<file path="config.mk">
export PLATFORM = sky130hd
export DESIGN_NAME = uart_tx_buf
export DESIGN_NICKNAME = d
export VERILOG_FILES = /design/src/rtl/uart_tx_buf_pkg.sv /design/src/rtl/uart_tx_buf_byte_fifo.sv /design/src/rtl/uart_tx_buf.sv
export SDC_FILE = /design/constraint.sdc
export NUM_CORES = 1
export LEC_CHECK = 0
export CORE_ASPECT_RATIO = 1.4
export CORE_MARGIN = 3
export CORE_UTILIZATION = 45
export CTS_CLUSTER_DIAMETER = 100
export DETAILED_ROUTE_END_ITERATION = 10
export HOLD_SLACK_MARGIN = 0.08
export SYNTH_ARGS = -nofsm -noshare
export SYNTH_HDL_FRONTEND = slang
export SYNTH_SLANG_ARGS = --single-unit
</file>
<file path="constraint.sdc">
create_clock -name clk -period 3.6 [get_ports clk]
set_clock_uncertainty 0.05 [all_clocks]
set_input_delay 0.72 -clock clk [delete_from_list [all_inputs] [get_ports clk]]
set_output_delay 0.72 -clock clk [all_outputs]
set_load 0.01 [all_outputs]
</file>
<file path="src/rtl/uart_tx_buf_pkg.sv">
// Shared definitions for the buffered UART transmitter: FSM encoding and line levels.
package uart_tx_buf_pkg;

  typedef enum logic [1:0] {
    ST_IDLE  = 2'd0,
    ST_START = 2'd1,
    ST_DATA  = 2'd2,
    ST_STOP  = 2'd3
  } uart_state_t;

  // One start bit, eight data bits, one stop bit.
  localparam int FRAME_BITS = 10;

  localparam logic START_LVL = 1'b0;
  localparam logic STOP_LVL  = 1'b1;
  localparam logic IDLE_LVL  = 1'b1;

endpackage

</file>
<file path="src/rtl/uart_tx_buf_byte_fifo.sv">
// Byte FIFO feeding the serializer: drop-on-full writes with a sticky overflow
// flag, a pop strobe, and the head entry presented for loading on the pop edge.
module uart_tx_buf_byte_fifo #(
  parameter int DEPTH = 16,
  parameter int AW    = 4
) (
  input  logic          clk,
  input  logic          rst,
  input  logic          wr_en,
  input  logic [7:0]    wr_data,
  input  logic          pop,
  output logic [7:0]    head,
  output logic [AW:0]   count,
  output logic          empty,
  output logic          full,
  output logic          overflow
);

  logic [7:0]    mem [DEPTH];
  logic [AW-1:0] wr_ptr_reg;
  logic [AW-1:0] rd_ptr_reg;
  logic [AW:0]   count_reg;
  logic          overflow_reg;
  logic          wr_ok;
  logic          pop_ok;

  // Fullness comes from the registered count, so a same-cycle pop never frees a slot.
  assign full   = (count_reg == (AW+1)'(DEPTH));
  assign empty  = (count_reg == '0);
  assign wr_ok  = wr_en && !full;
  assign pop_ok = pop && !empty;

  // The head is taken straight from the storage registers so the shifter can
  // capture it on the same edge that retires the entry.
  assign head     = mem[rd_ptr_reg];
  assign count    = count_reg;
  assign overflow = overflow_reg;

  // Storage array: contents are not reset; the pointers define validity.
  always_ff @(posedge clk) begin
    if (wr_ok) begin
      mem[wr_ptr_reg] <= wr_data;
    end
  end

  // Pointers, occupancy and the sticky overflow flag.
  always_ff @(posedge clk) begin
    if (rst) begin
      wr_ptr_reg   <= '0;
      rd_ptr_reg   <= '0;
      count_reg    <= '0;
      overflow_reg <= 1'b0;
    end else begin
      if (wr_ok) begin
        wr_ptr_reg <= wr_ptr_reg + 1'b1;
      end
      if (pop_ok) begin
        rd_ptr_reg <= rd_ptr_reg + 1'b1;
      end
      if (wr_en && full) begin
        overflow_reg <= 1'b1;
      end
      case ({wr_ok, pop_ok})
        2'b10:   count_reg <= count_reg + 1'b1;
        2'b01:   count_reg <= count_reg - 1'b1;
        default: count_reg <= count_reg;
      endcase
    end
  end

endmodule

</file>
<file path="src/rtl/uart_tx_buf.sv">
// Buffered 8N1 UART transmitter: bursts land in a byte FIFO and are sent
// back-to-back at CLK_PER_BIT clocks per bit with a registered txd.
module uart_tx_buf
  import uart_tx_buf_pkg::*;
#(
  parameter int CLK_PER_BIT = 104,
  parameter int DEPTH       = 16,
  parameter int AW          = 4
) (
  input  logic          clk,
  input  logic          rst,
  input  logic          in_vld,
  input  logic [7:0]    in_data,
  output logic          txd,
  output logic          busy,
  output logic          empty,
  output logic          full,
  output logic          overflow,
  output logic [AW:0]   count
);

  localparam int BW = (CLK_PER_BIT > 1) ? $clog2(CLK_PER_BIT) : 1;
  localparam logic [BW-1:0] BAUD_LAST = BW'(CLK_PER_BIT - 1);
  // Index of the last data bit: frame minus start and stop, counted from zero.
  localparam logic [2:0] LAST_BIT = 3'(FRAME_BITS - 3);

  uart_state_t   state_reg, state_next;
  logic [BW-1:0] baud_reg, baud_next;
  logic [2:0]    bit_reg, bit_next;
  logic [7:0]    shift_reg, shift_next;
  logic          txd_reg, txd_next;
  logic          pop;
  logic [7:0]    head;
  logic          baud_end;

  uart_tx_buf_byte_fifo #(
    .DEPTH (DEPTH),
    .AW    (AW)
  ) u_fifo (
    .clk      (clk),
    .rst      (rst),
    .wr_en    (in_vld),
    .wr_data  (in_data),
    .pop      (pop),
    .head     (head),
    .count    (count),
    .empty    (empty),
    .full     (full),
    .overflow (overflow)
  );

  assign baud_end = (baud_reg == BAUD_LAST);
  assign txd      = txd_reg;
  assign busy     = (state_reg != ST_IDLE);

  // Serializer state registers; reset aborts any frame and forces the line idle.
  always_ff @(posedge clk) begin
    if (rst) begin
      state_reg <= ST_IDLE;
      baud_reg  <= '0;
      bit_reg   <= '0;
      shift_reg <= '0;
      txd_reg   <= IDLE_LVL;
    end else begin
      state_reg <= state_next;
      baud_reg  <= baud_next;
      bit_reg   <= bit_next;
      shift_reg <= shift_next;
      txd_reg   <= txd_next;
    end
  end

  // Next-state logic: frame sequencing, bit timing and FIFO pops at frame start.
  always_comb begin
    state_next = state_reg;
    baud_next  = baud_reg;
    bit_next   = bit_reg;
    shift_next = shift_reg;
    txd_next   = txd_reg;
    pop        = 1'b0;
    case (state_reg)
      ST_IDLE: begin
        baud_next = '0;
        bit_next  = '0;
        txd_next  = IDLE_LVL;
        if (!empty) begin
          pop        = 1'b1;
          shift_next = head;
          txd_next   = START_LVL;
          state_next = ST_START;
        end
      end
      ST_START: begin
        baud_next = baud_reg + 1'b1;
        if (baud_end) begin
          baud_next  = '0;
          bit_next   = '0;
          txd_next   = shift_reg[0];
          shift_next = shift_reg >> 1;
          state_next = ST_DATA;
        end
      end
      ST_DATA: begin
        baud_next = baud_reg + 1'b1;
        if (baud_end) begin
          baud_next = '0;
          if (bit_reg == LAST_BIT) begin
            txd_next   = STOP_LVL;
            state_next = ST_STOP;
          end else begin
            txd_next   = shift_reg[0];
            shift_next = shift_reg >> 1;
            bit_next   = bit_reg + 1'b1;
          end
        end
      end
      ST_STOP: begin
        baud_next = baud_reg + 1'b1;
        if (baud_end) begin
          baud_next = '0;
          if (!empty) begin
            // Chain straight into the next start bit with no idle gap.
            pop        = 1'b1;
            shift_next = head;
            txd_next   = START_LVL;
            state_next = ST_START;
          end else begin
            txd_next   = IDLE_LVL;
            state_next = ST_IDLE;
          end
        end
      end
      default: begin
        state_next = ST_IDLE;
        txd_next   = IDLE_LVL;
      end
    endcase
  end

endmodule
</file>
# Word level (Yosys, flattened, before mapping)

Memory sizes are Yosys's and may differ from the RTL's. A register that Yosys moved wholly into a read port is not among the register bits.
Index checks and enable logic that the tools add are counted.
Widths: inputs -> output; s select.

Add/sub/neg operators: 6
$mul: 0
Divide/modulo/power cells: 0
$lt $le $gt $ge: 0
Eq/ne operators: 14
Shifts and indexed selects: 0
Mux-type cells: 33
Bitwise logic cells: 0
Reductions and logical operators: 15

Operators by type and width:

| kind                | count |
|---|---|
| $mux 8              | 5 |
| $pmux 8 s4          | 1 |
| $pmux 7 s2          | 1 |
| $ne 2x2->1 const B  | 6 |
| $mux 1              | 10 |
| $mux 2              | 5 |
| $pmux 5 s2          | 1 |
| $mux 3              | 3 |
| $pmux 3 s3          | 1 |
| $add 4x1->4 const B | 2 |
| $mux 4              | 2 |
| $pmux 2 s4          | 1 |
| $reduce_and 4->1    | 2 |
| $add 7x1->7 const B | 1 |
| $eq 7x7->1 const B  | 1 |
| $mux 7              | 1 |
| $eq 2x2->1 const B  | 3 |
| $add 5x1->5 const B | 1 |
| $eq 5x5->1 const B  | 1 |
| $logic_not 5->1     | 1 |
| $reduce_and 5->1    | 1 |
| $sub 5x1->5 const B | 1 |
| $eq 2x1->1 const B  | 2 |
| $pmux 1 s4          | 1 |
| 10 further kinds    | 14 |

Bits in registers: 35
Latch bits: 0
Bits in writable memories: 128
ROM bits: 0
Input port bits: 11
Output and inout bits: 10
Word-level logic and storage cells: 78
Memories: 1

Memories:

| memory     | depth | bits a word | rd ports | clocked after Yosys merged registers in | write ports | line                        | source |
|---|---|---|---|---|---|---|---|
| u_fifo.mem | 16    | 8           | 1        | 1                                       | 1           | uart_tx_buf_byte_fifo.sv:19 | `logic [7:0] mem [DEPTH];` |

# Depth between registers and ports, before layout

Gate-level depths: netlist (run 1).

Depth in word-level cells: 7
Mapped depth: 14
Depth with buffers taken out: 13

# By module

A second synthesis (run 1) with hierarchy kept.

Cell total of the unflattened synthesis: 463
Area, all modules: 7080.5 um^2

By module, submodules not included:

| module                | times used | cells each | area an instance (um^2) | sequential area each (um^2) |
|---|---|---|---|---|
| uart_tx_buf_byte_fifo | 1          | 333        | 5920.7                  | 4204.0 |
| uart_tx_buf           | 1          | 130        | 1159.9                  | 420.4 |

# Worst setup path after synthesis (run 1)

Ideal clock, no wire load.

Kind: reg2reg
Start point: register state_reg[0]
End point: register u_fifo.count_reg[4] (netlist: u_fifo.count[4])
Setup time: 0.121 ns
Arrival: 2.915 ns
Data required time: 3.429 ns
Slack: 0.515 ns
Stages on the path, launching flop included: 14
Path buffers: 2
Clock period less this slack: 3.085 ns
Cells stage by stage: dfxtp_1 inv_1 ha_1 clkbuf_1 nor3_2 ha_1 clkbuf_1 xor2_1 ha_1 a211o_1 nand2_1 nand3b_1 a31oi_1 mux2_2

Word-level cells in the longest chain between the ends: 5
Elaborated cells between the ends (all ways): 8
Those cells by class: eq/ne: 3; mux: 2; reduce/logical: 3

RTL lines:

| element                                                | line                        | source |
|---|---|---|
| from (decl)                                            | uart_tx_buf.sv:27           | `uart_state_t state_reg, state_next;` |
| from (signal assigned)                                 | uart_tx_buf.sv:65           | `state_reg <= state_next;` |
| $eq 2x2->1 / $logic_not 2->1 (equally long branches)   | uart_tx_buf.sv:81           | `case (state_reg)` |
| $pmux 1 s2 (*)                                         | uart_tx_buf.sv:81           |  |
| $logic_and 1x1->1 (*)                                  | uart_tx_buf_byte_fifo.sv:31 | `assign pop_ok = pop && !empty;` |
| $eq 2x1->1 / $eq 2x2->1 (equally long branches)        | uart_tx_buf_byte_fifo.sv:63 | `case ({wr_ok, pop_ok})` |
| $pmux 5 s2 / $reduce_bool 2->1 (equally long branches) | -                           |  |
| to (signal assigned)                                   | uart_tx_buf_byte_fifo.sv:64 | `2'b10: count_reg <= count_reg + 1'b1;` |
| to (signal assigned)                                   | uart_tx_buf_byte_fifo.sv:65 | `2'b01: count_reg <= count_reg - 1'b1;` |
| to (signal assigned)                                   | uart_tx_buf_byte_fifo.sv:66 | `default: count_reg <= count_reg;` |
| to (decl)                                              | uart_tx_buf_byte_fifo.sv:22 | `logic [AW:0] count_reg;` |

Mark *: on every way between the ends. The rest lies on a longest branch, timed or not.
A chain may end at the register's enable or synchronous reset.

# Worst setup path in the final report (run 1)

Start point: register state_reg[1]
End point: register u_fifo.count_reg[4] (netlist: u_fifo.count[4])

Same word-level chain as after synthesis.

==> results of run 1 <==
-- worst reg2reg max path, cell delays in order, from the launching register on --
cell,delay (ns)
dfxtp_1,0.39
ha_1,0.25
inv_1,0.10
o31a_1,0.35
nor3_2,0.17
ha_1,0.41
xor2_1,0.19
ha_1,0.22
nor2_1,0.05
nor3b_1,0.16
o21ai_0,0.11
a31oi_1,0.20
mux2_2,0.35
-- logic make-up (layout without fill, tap and decap cells) --
family                   after synthesis  count (layout)  share of synthesized area
flip-flops                           167             167                      0.671
AND/OR/NAND/NOR                      127             127                     0.0933
AO/OA/AOI/OAI                         54              54                     0.0570
multiplexers                          44              44                      0.109
buffers and inverters                 31              81                     0.0200
adder cells (fa/ha/maj)               17              17                     0.0308
XOR/XNOR                              15              15                     0.0190
-- layout make-up --
type                            instances  area [sq um]  area share
Timing Repair Buffer                   41           358      0.0452
Clock inverter                         14           101      0.0128
Inverter                                8          30.0     0.00379
Tap cell                              189           236      0.0299
Clock buffer                           18           429      0.0542
Multi-Input combinational cell        257          2130       0.270
Sequential cell                       167          4630       0.584
-- layout by cell type, fill, tap and decap left out, types with 2 or more instances in the layout --
cell / n
nor3_1: 5
a211o_1: 2
nor2_1: 44
nor4b_1: 2
nand3b_1: 3
mux2i_1: 18
a21oi_1: 5
nor2b_1: 5
inv_1: 8
a221oi_1: 7
nand4_1: 2
mux4_2: 25
a22oi_1: 6
clkbuf_16: 17
nand2b_1: 13
dfxtp_1: 38
inv_6: 2
o21ai_1: 5
clkdlybuf4s50_1: 20
nor3b_1: 2
xor2_1: 8
clkinv_1: 3
o21ai_0: 11
a32o_1: 7
clkinv_4: 5
nor3_2: 2
nand3_1: 14
xnor2_1: 7
nand2_1: 26
edfxtp_1: 128
a31oi_1: 2
ha_1: 17
buf_4: 21
-- through the flow --
stage / total power, mW / worst slack (ns) / util / instances
after floorplan: 3.41 / 0.515 / - / 455
after global placement: 3.87 / 0.375 / 0.502 / 662
after detailed placement: 3.91 / 0.336 / 0.502 / 662
after CTS: 5.54 / 0.483 / 0.538 / 694
after global routing: 5.78 / 0.199 / 0.538 / 694
final: 5.48 / 0.502 / 0.538 / 694
-- power groups by stage --
stage               Combinational [mW]  Sequential, mW  Clock, mW
floorplan                         1.09            2.33          0
global placement                  1.50            2.37          0
detailed placement                1.54            2.38          0
CTS                               1.55            2.34       1.66
global route                      1.68            2.35       1.75
finish                            1.53            2.33       1.62
-- path summary, 6_finish.rpt --
check                                       end  cells past startpoint
worst max-delay path            u_fifo.count[4]                     12
worst min-delay path               shift_reg[6]                      1
worst max register to register  u_fifo.count[4]                     12
worst min register to register     shift_reg[6]                      1
-- metal layers --
metal / vias to the layer above / routed length [um]
met3: 16 / 665
li1: 1806 / -
met5: - / 0
met1: 1859 / 5570
met4: 0 / 239
met2: 85 / 6910
==> results.ini, run 1 <==
[power_and_ir_drop]
p_clk_frac = 0.295
pwr-share-seq = 0.425
vdd_drop_max_v = 0.000304
intPower_mw = 3.79
p_sw_frac = 0.309
switchingPower_mw = 1.69
cellPowerDensity_nw_per_um2 = 692
power_frac_comb = 0.279
leakagePower_nw = 2.60

[clock_tree]
numCtsBuffers = 17
cts_sinks = 167
clk_pin_slew_worst_paths_ns = 0.06
cts_root_buf = clkbuf_16
cts_buffer_depth = 2
h-tree-depth = 4
holdBufCountCts = 0
cts-resized-gates = 0
cts_setup_buffers = 0
cts_tree = done
clk_latency_ns = 0.42

[sta]
setup-violations-final = 0
tns_ns = 0
timing.slew.headroom = 0.361
grt_setup_unrepaired = no
fin_crit_sh = 0.861
worst_pin_slew_ns = 0.958
finalHoldViolCount = 0
finalWorstPathRequiredPeriod_ns = 3.10
clock.fmax_mhz = 323
slew_violations = 0
hold_ws_ns = 0.409

[min_path]
min_from = shift_reg[6]
min_path_type = reg2reg

[worst_setup_path]
cp.arrival_ns = 3.35
cp.required_ns = 3.86
cp_slowest_stage_delay_ns = 0.41
slowest_stage = ha_1
path_class = reg2reg
start_kind = flop
critPathBufInv = 1
end_kind = flop
cp_cell_sequence = ha_1 -> inv_1 -> o31a_1 -> nor3_2 -> ha_1 -> xor2_1 -> ha_1 -> nor2_1 -> nor3b_1 -> o21ai_0 -> a31oi_1 -> mux2_2
r2r_setup_slack_ns = 0.50
cp_max_fo = 10
cp-startpoint = state_reg[1]
crit_top_cell = ha_1
cpLargestDelayFamily = adder cells
r2r_start = state_reg[1]

[floorplan]
die-area_sq_um = 16900
fp-row-count = 52
die-height_um = 152
coreArea_sq_um = 14700
start_util = 0.469
ios = 21
die_x_um = 111

[yosys]
syn_avg_cell_area_sq_um = 15.2
synthesis.area_sq_um = 6900
ys_seq_elements = 167
synth_cell_types = 51
synth_top_area_frac = 0.557
syn_inst = 455
yosys.cell_count.top_type = edfxtp_1
async_reset_ff_frac = 0
synth_common_cells = 128 x edfxtp_1, 44 x nor2_1, 39 x dfxtp_1
ys.flop_type = edfxtp_1
yosysWarnings = 0
synth_enable_flop_cells = 128
synth.area.top_cells = edfxtp_1 56%, dfxtp_1 11%, mux4_2 8.2%
yosysSeqAreaShare = 0.671
synth_top_area_cell = edfxtp_1
syn_nets = 483

[finish]
largest_reg_flops = 128
final_nets = 520
fin_area_sq_um = 7920
drive_gt1_frac = 0.164
n_fill_cell = 1230
syn_to_final_growth_pct = 14.8
antennaDiodeCount = 0

[routing]
dr.pass1.iters = 4
drtAntennaViolNets = 0
routed_wl_mm = 13.4
vias_per_cell = 5.43
wl_per_cell_um = 19.3
vias = 3766
drt_iter0_markers = 217
drcViolationCount = 0

[global_route]
antenna_found_initial = 0
grt_pass1_vias = 3986
grt_util_met1 = 0.207
grt_util_met3 = 0.0385
grt_use_met2 = 0.291
grt_pass1_wl_mm = 21.8
gr-usage-all-layers = 0.168
grt_max_degree = 25
overflow = 0
grt_busiest_layer = met2

[run_status]
status = finished clean

[job]
cap_violations = 0

[placed_design]
dp_hpwl_mm = 8.89
placed_area_sq_um = 7380
globalplace.congestion = 0.778
portBuffers = 20

Power figures use the tool's default switching activity.
==> run 2: changes to the inputs <==
--- a/config.mk
+++ b/config.mk
@@ -6,7 +6,6 @@
 export NUM_CORES = 1
 export LEC_CHECK = 0
 export CORE_ASPECT_RATIO = 1.4
-export CORE_MARGIN = 3
 export CORE_UTILIZATION = 45
 export CTS_CLUSTER_DIAMETER = 100
 export DETAILED_ROUTE_END_ITERATION = 10
==> results.ini, run 2 (same netlist as run 1, synthesis figures left out) <==
[min_path]
hold-path-endpoint = shift_reg[1]
hold_depth = 1
min_path_type = reg2reg
min_from = shift_reg[1]

[global_route]
grt_pass1_vias = 3854
antenna_found_initial = 0
grt_max_degree = 40
grt_pass1_wl_mm = 20.7
gr-usage-all-layers = 0.179
overflow = 0

[power_and_ir_drop]
cellPowerDensity_nw_per_um2 = 697
vdd_drop_max_v = 0.000328
leakagePower_nw = 2.64

[routing]
vias = 3842
drtAntennaViolNets = 0
dr.pass1.iters = 4
drcViolationCount = 0
drt_iter0_markers = 246
vias_per_cell = 5.50
routed_wl_mm = 13.1
wl_per_cell_um = 18.7

[worst_setup_path]
path_class = reg2reg
ff2ff_path_depth = 12
r2r_setup_slack_ns = 0.54
cp.arrival_ns = 3.32
cp.required_ns = 3.86
end_kind = flop
reg2reg_to = u_fifo.count[4]
cp_max_fo = 10
r2r_start = state_reg[1]
start_kind = flop

[clock_tree]
cts-resized-gates = 0
cts_root_buf = clkbuf_16
cts_sinks = 167
cts_buffer_depth = 2
cts_setup_buffers = 0
cts_tree = done
numCtsBuffers = 17
holdBufCountCts = 0
clk_latency_ns = 0.42
clk_pin_slew_worst_paths_ns = 0.07
h-tree-depth = 4

[sta]
fin_crit_sh = 0.850
slew_violations = 0
finalWorstPathRequiredPeriod_ns = 3.06
clock.fmax_mhz = 327
setup-violations-final = 0
grt_setup_unrepaired = no
timing.slew.headroom = 0.502
tns_ns = 0
worst_pin_slew_ns = 0.744
finalHoldViolCount = 0

[finish]
antennaDiodeCount = 0
layout_common_cells = 128 x edfxtp_1, 44 x nor2_1, 38 x dfxtp_1, 26 x nand2_1, 25 x mux4_2
final_nets = 522
fin_area_sq_um = 7990
drive_gt1_frac = 0.176
syn_to_final_growth_pct = 15.9
largest_reg_flops = 128
final_common_cell = edfxtp_1

[floorplan]
die-area_sq_um = 15800
die_x_um = 107
start_util = 0.460
die-height_um = 148
coreArea_sq_um = 15000
fp-row-count = 53
ios = 21

[placed_design]
dp_hpwl_mm = 8.91
globalplace.congestion = 0.768
placed_area_sq_um = 7420
portBuffers = 20

[run_status]
status = finished clean

[job]
cap_violations = 0

==> run 2: worst max path at each step <==
stage / startpoint / to / slack (ns) / cells after the start
after floorplan: state_reg[0] / u_fifo.count[4] / 0.51 / 13
after global placement: in_vld / u_fifo.count[4] / 0.38 / 11
after detailed placement: in_vld / u_fifo.count[4] / 0.36 / 11
after CTS: state_reg[1] / u_fifo.count[4] / 0.51 / 12
after global routing: baud_reg[0] / u_fifo.count[4] / 0.27 / 12
final: state_reg[1] / u_fifo.count[4] / 0.54 / 12
==> run 2: critical path, cell delays in order (launching register included) <==
cell,delay [ns]
dfxtp_1,0.39
ha_1,0.25
inv_1,0.09
o31a_1,0.35
nor3_2,0.16
ha_1,0.40
xor2_1,0.19
ha_1,0.21
nor2_1,0.05
nor3b_1,0.16
o21ai_0,0.11
a31oi_1,0.19
mux2_2,0.35
==> run 2: metal layers <==
| metal | share of wire | track usage | up-vias |
|---|---|---|---|
| met5 | 0 | 0 | - |
| met4 | 0.028 | 0.0836 | 0 |
| met3 | 0.040 | 0.0368 | 26 |
| met2 | 0.53 | 0.314 | 86 |
| met1 | 0.40 | 0.209 | 1914 |
| li1 | - | - | 1816 |
==> run 2: cell type report <==
cell class                      count  area, sq um
Fill cell                        1268         6990
Multi-Input combinational cell    257         2130
Timing Repair Buffer               43          385
Tap cell                          192          240
Sequential cell                   167         4630
Clock buffer                       17          425
Clock inverter                     15          151
Inverter                            8         30.0
==> run 2: through the flow <==
step	total power [mW]	hold WS, ns	worst slack, ns	instances	util
2_1_floorplan	3.41	0.380	0.515	455	-
3_3_place_gp	3.85	0.394	0.377	667	0.495
3_5_place_dp	3.88	0.396	0.356	667	0.495
4_1_cts	5.64	0.412	0.513	699	0.533
5_1_grt	5.86	0.430	0.266	699	0.533
6_report	5.57	0.412	0.541	699	0.533
==> run 2: power breakdown <==
part	switching [mW]	total [mW]	internal, mW
combinational	0.822	1.52	0.694
clock	0.823	1.75	0.926
sequential	0.0892	2.30	2.21
==> run 3: changes to the inputs <==
==> constraint.sdc (replaced) <==
create_clock -name clk -period 2.9 [get_ports clk]
set_clock_uncertainty 0.05 [all_clocks]
set_input_delay 0.58 -clock clk [delete_from_list [all_inputs] [get_ports clk]]
set_output_delay 0.58 -clock clk [all_outputs]
set_load 0.01 [all_outputs]
==> results.ini, run 3 (same netlist as run 1, synthesis figures left out) <==
[run_status]
status = finished clean

[floorplan]
die-area_sq_um = 15800
coreArea_sq_um = 15000
die-height_um = 148
fp-row-count = 53
start_util = 0.460
die_x_um = 107
ios = 21

[global_route]
grt_max_degree = 40
gr-usage-all-layers = 0.192
grt_pass1_wl_mm = 22.2
grt_use_met2 = 0.342
antenna_found_initial = 0
grt_util_met1 = 0.227
grt_busiest_layer = met2
grt_util_met3 = 0.0372
grt_pass1_vias = 4068
overflow = 0

[sta]
setup-violations-final = 0
finalWorstPathRequiredPeriod_ns = 2.76
fin_crit_sh = 0.953
timing.slew.headroom = 0.564
clock.fmax_mhz = 362
finalHoldViolCount = 0
slew_violations = 0
worst_pin_slew_ns = 0.652
fin_ws_ns = 0.136

[job]
cap_violations = 0

[clock_tree]
h-tree-depth = 4
holdBufCountCts = 0
cts_root_buf = clkbuf_16
cts_tree = done
numCtsBuffers = 17
clk_pin_slew_worst_paths_ns = 0.06
cts_sinks = 167
clk_latency_ns = 0.41
cts_buffer_depth = 2

[power_and_ir_drop]
leakagePower_nw = 2.71
vdd_drop_max_v = 0.000582
cellPowerDensity_nw_per_um2 = 877

[routing]
drtAntennaViolNets = 0
drcViolationCount = 0
routed_wl_mm = 13.9
drt_iter0_markers = 230
vias = 3899
dr.pass1.iters = 4
wl_per_cell_um = 19.6
vias_per_cell = 5.48

[worst_setup_path]
cp_max_fo = 6
path_class = reg2out
start_kind = flop
cp.arrival_ns = 2.13
end_kind = output port
cp.required_ns = 2.27

[finish]
multi_input_area_sq_um = 2150
n_fill_cell = 1254
largest_reg_flops = 128
regArea_sq_um = 4630
final_nets = 535
syn_to_final_growth_pct = 17.8
utilization = 0.542
final_common_cell = edfxtp_1
layout_common_cells = 128 x edfxtp_1, 44 x nor2_1, 35 x buf_4, 34 x dfxtp_1, 26 x nand2_1
antennaDiodeCount = 0
drive_gt1_frac = 0.200

[placed_design]
dp_hpwl_mm = 9.05
place_ws_ns = -0.0620
globalplace.congestion = 0.845
portBuffers = 20

[min_path]
min_path_type = reg2reg

-- run 3: cell count changes in the layout (fill, tap and decap cells not counted), sizes merged --
cell      previous run  this run
buf                 23        36
bufinv               0         3
clkinv               3         7
clkinvlp             2         0
inv                 18        13
-- run 3: area by class of cell --
type,count,area share
sequential,167,0.570
multi-input combinational,257,0.264
timing repair buffer,56,0.0594
clock buffer,17,0.0524
tap,192,0.0296
clock inverter,15,0.0209
inverter,8,0.00370
-- run 3: path summary, 6_finish.rpt --
kind,endpoint,cells after the start,slack (ns),from
max,empty,4,0.14,u_fifo.count[3]
max reg2reg,u_fifo.count[4],11,0.14,baud_reg[3]
min reg2reg,baud_reg[0],1,0.38,baud_reg[0]
min,baud_reg[0],1,0.38,baud_reg[0]
-- run 3: critical path, stage by stage, from the launching register on --
cell and delay (ns):
dfxtp_1 0.36, nor4_4 0.31, nor2b_1 0.30, buf_4 0.20, clkdlybuf4s50_1 0.54
-- run 3: metrics by stage --
step | cell area, sq um | hold WS, ns | instances | TNS, ns | total power [mW]
floorplan | 6910 | 0.380 | 455 | 0 | 4.27
global placement | 7500 | 0.389 | 677 | -0.0111 | 4.87
detailed placement | 7500 | 0.399 | 677 | -0.0620 | 4.92
CTS | 8090 | 0.413 | 709 | 0 | 7.21
global route | 8130 | 0.404 | 712 | -0.0505 | 7.51
finish | 8130 | 0.381 | 712 | 0 | 7.13
-- run 3: where the power goes --
group / switching (mW) / total [mW] / internal [mW]
combinational: 1.08 / 2.00 / 0.921
sequential: 0.106 / 2.86 / 2.75
clock: 0.915 / 2.27 / 1.36
total: 2.10 / 7.13 / 5.03
-- run 3: routing by layer --
layer	part of all wire	vias to the layer above
met1	0.41	1982
met4	0.010	0
met5	0	-
met2	0.56	61
li1	-	1843
met3	0.018	13
-- run 3: repair_timing --
item | 4_1_cts | 5_1_grt
setup buffers | 0 | 3
resized for setup | 0 | 6
setup endpoints to repair | 0 | 1
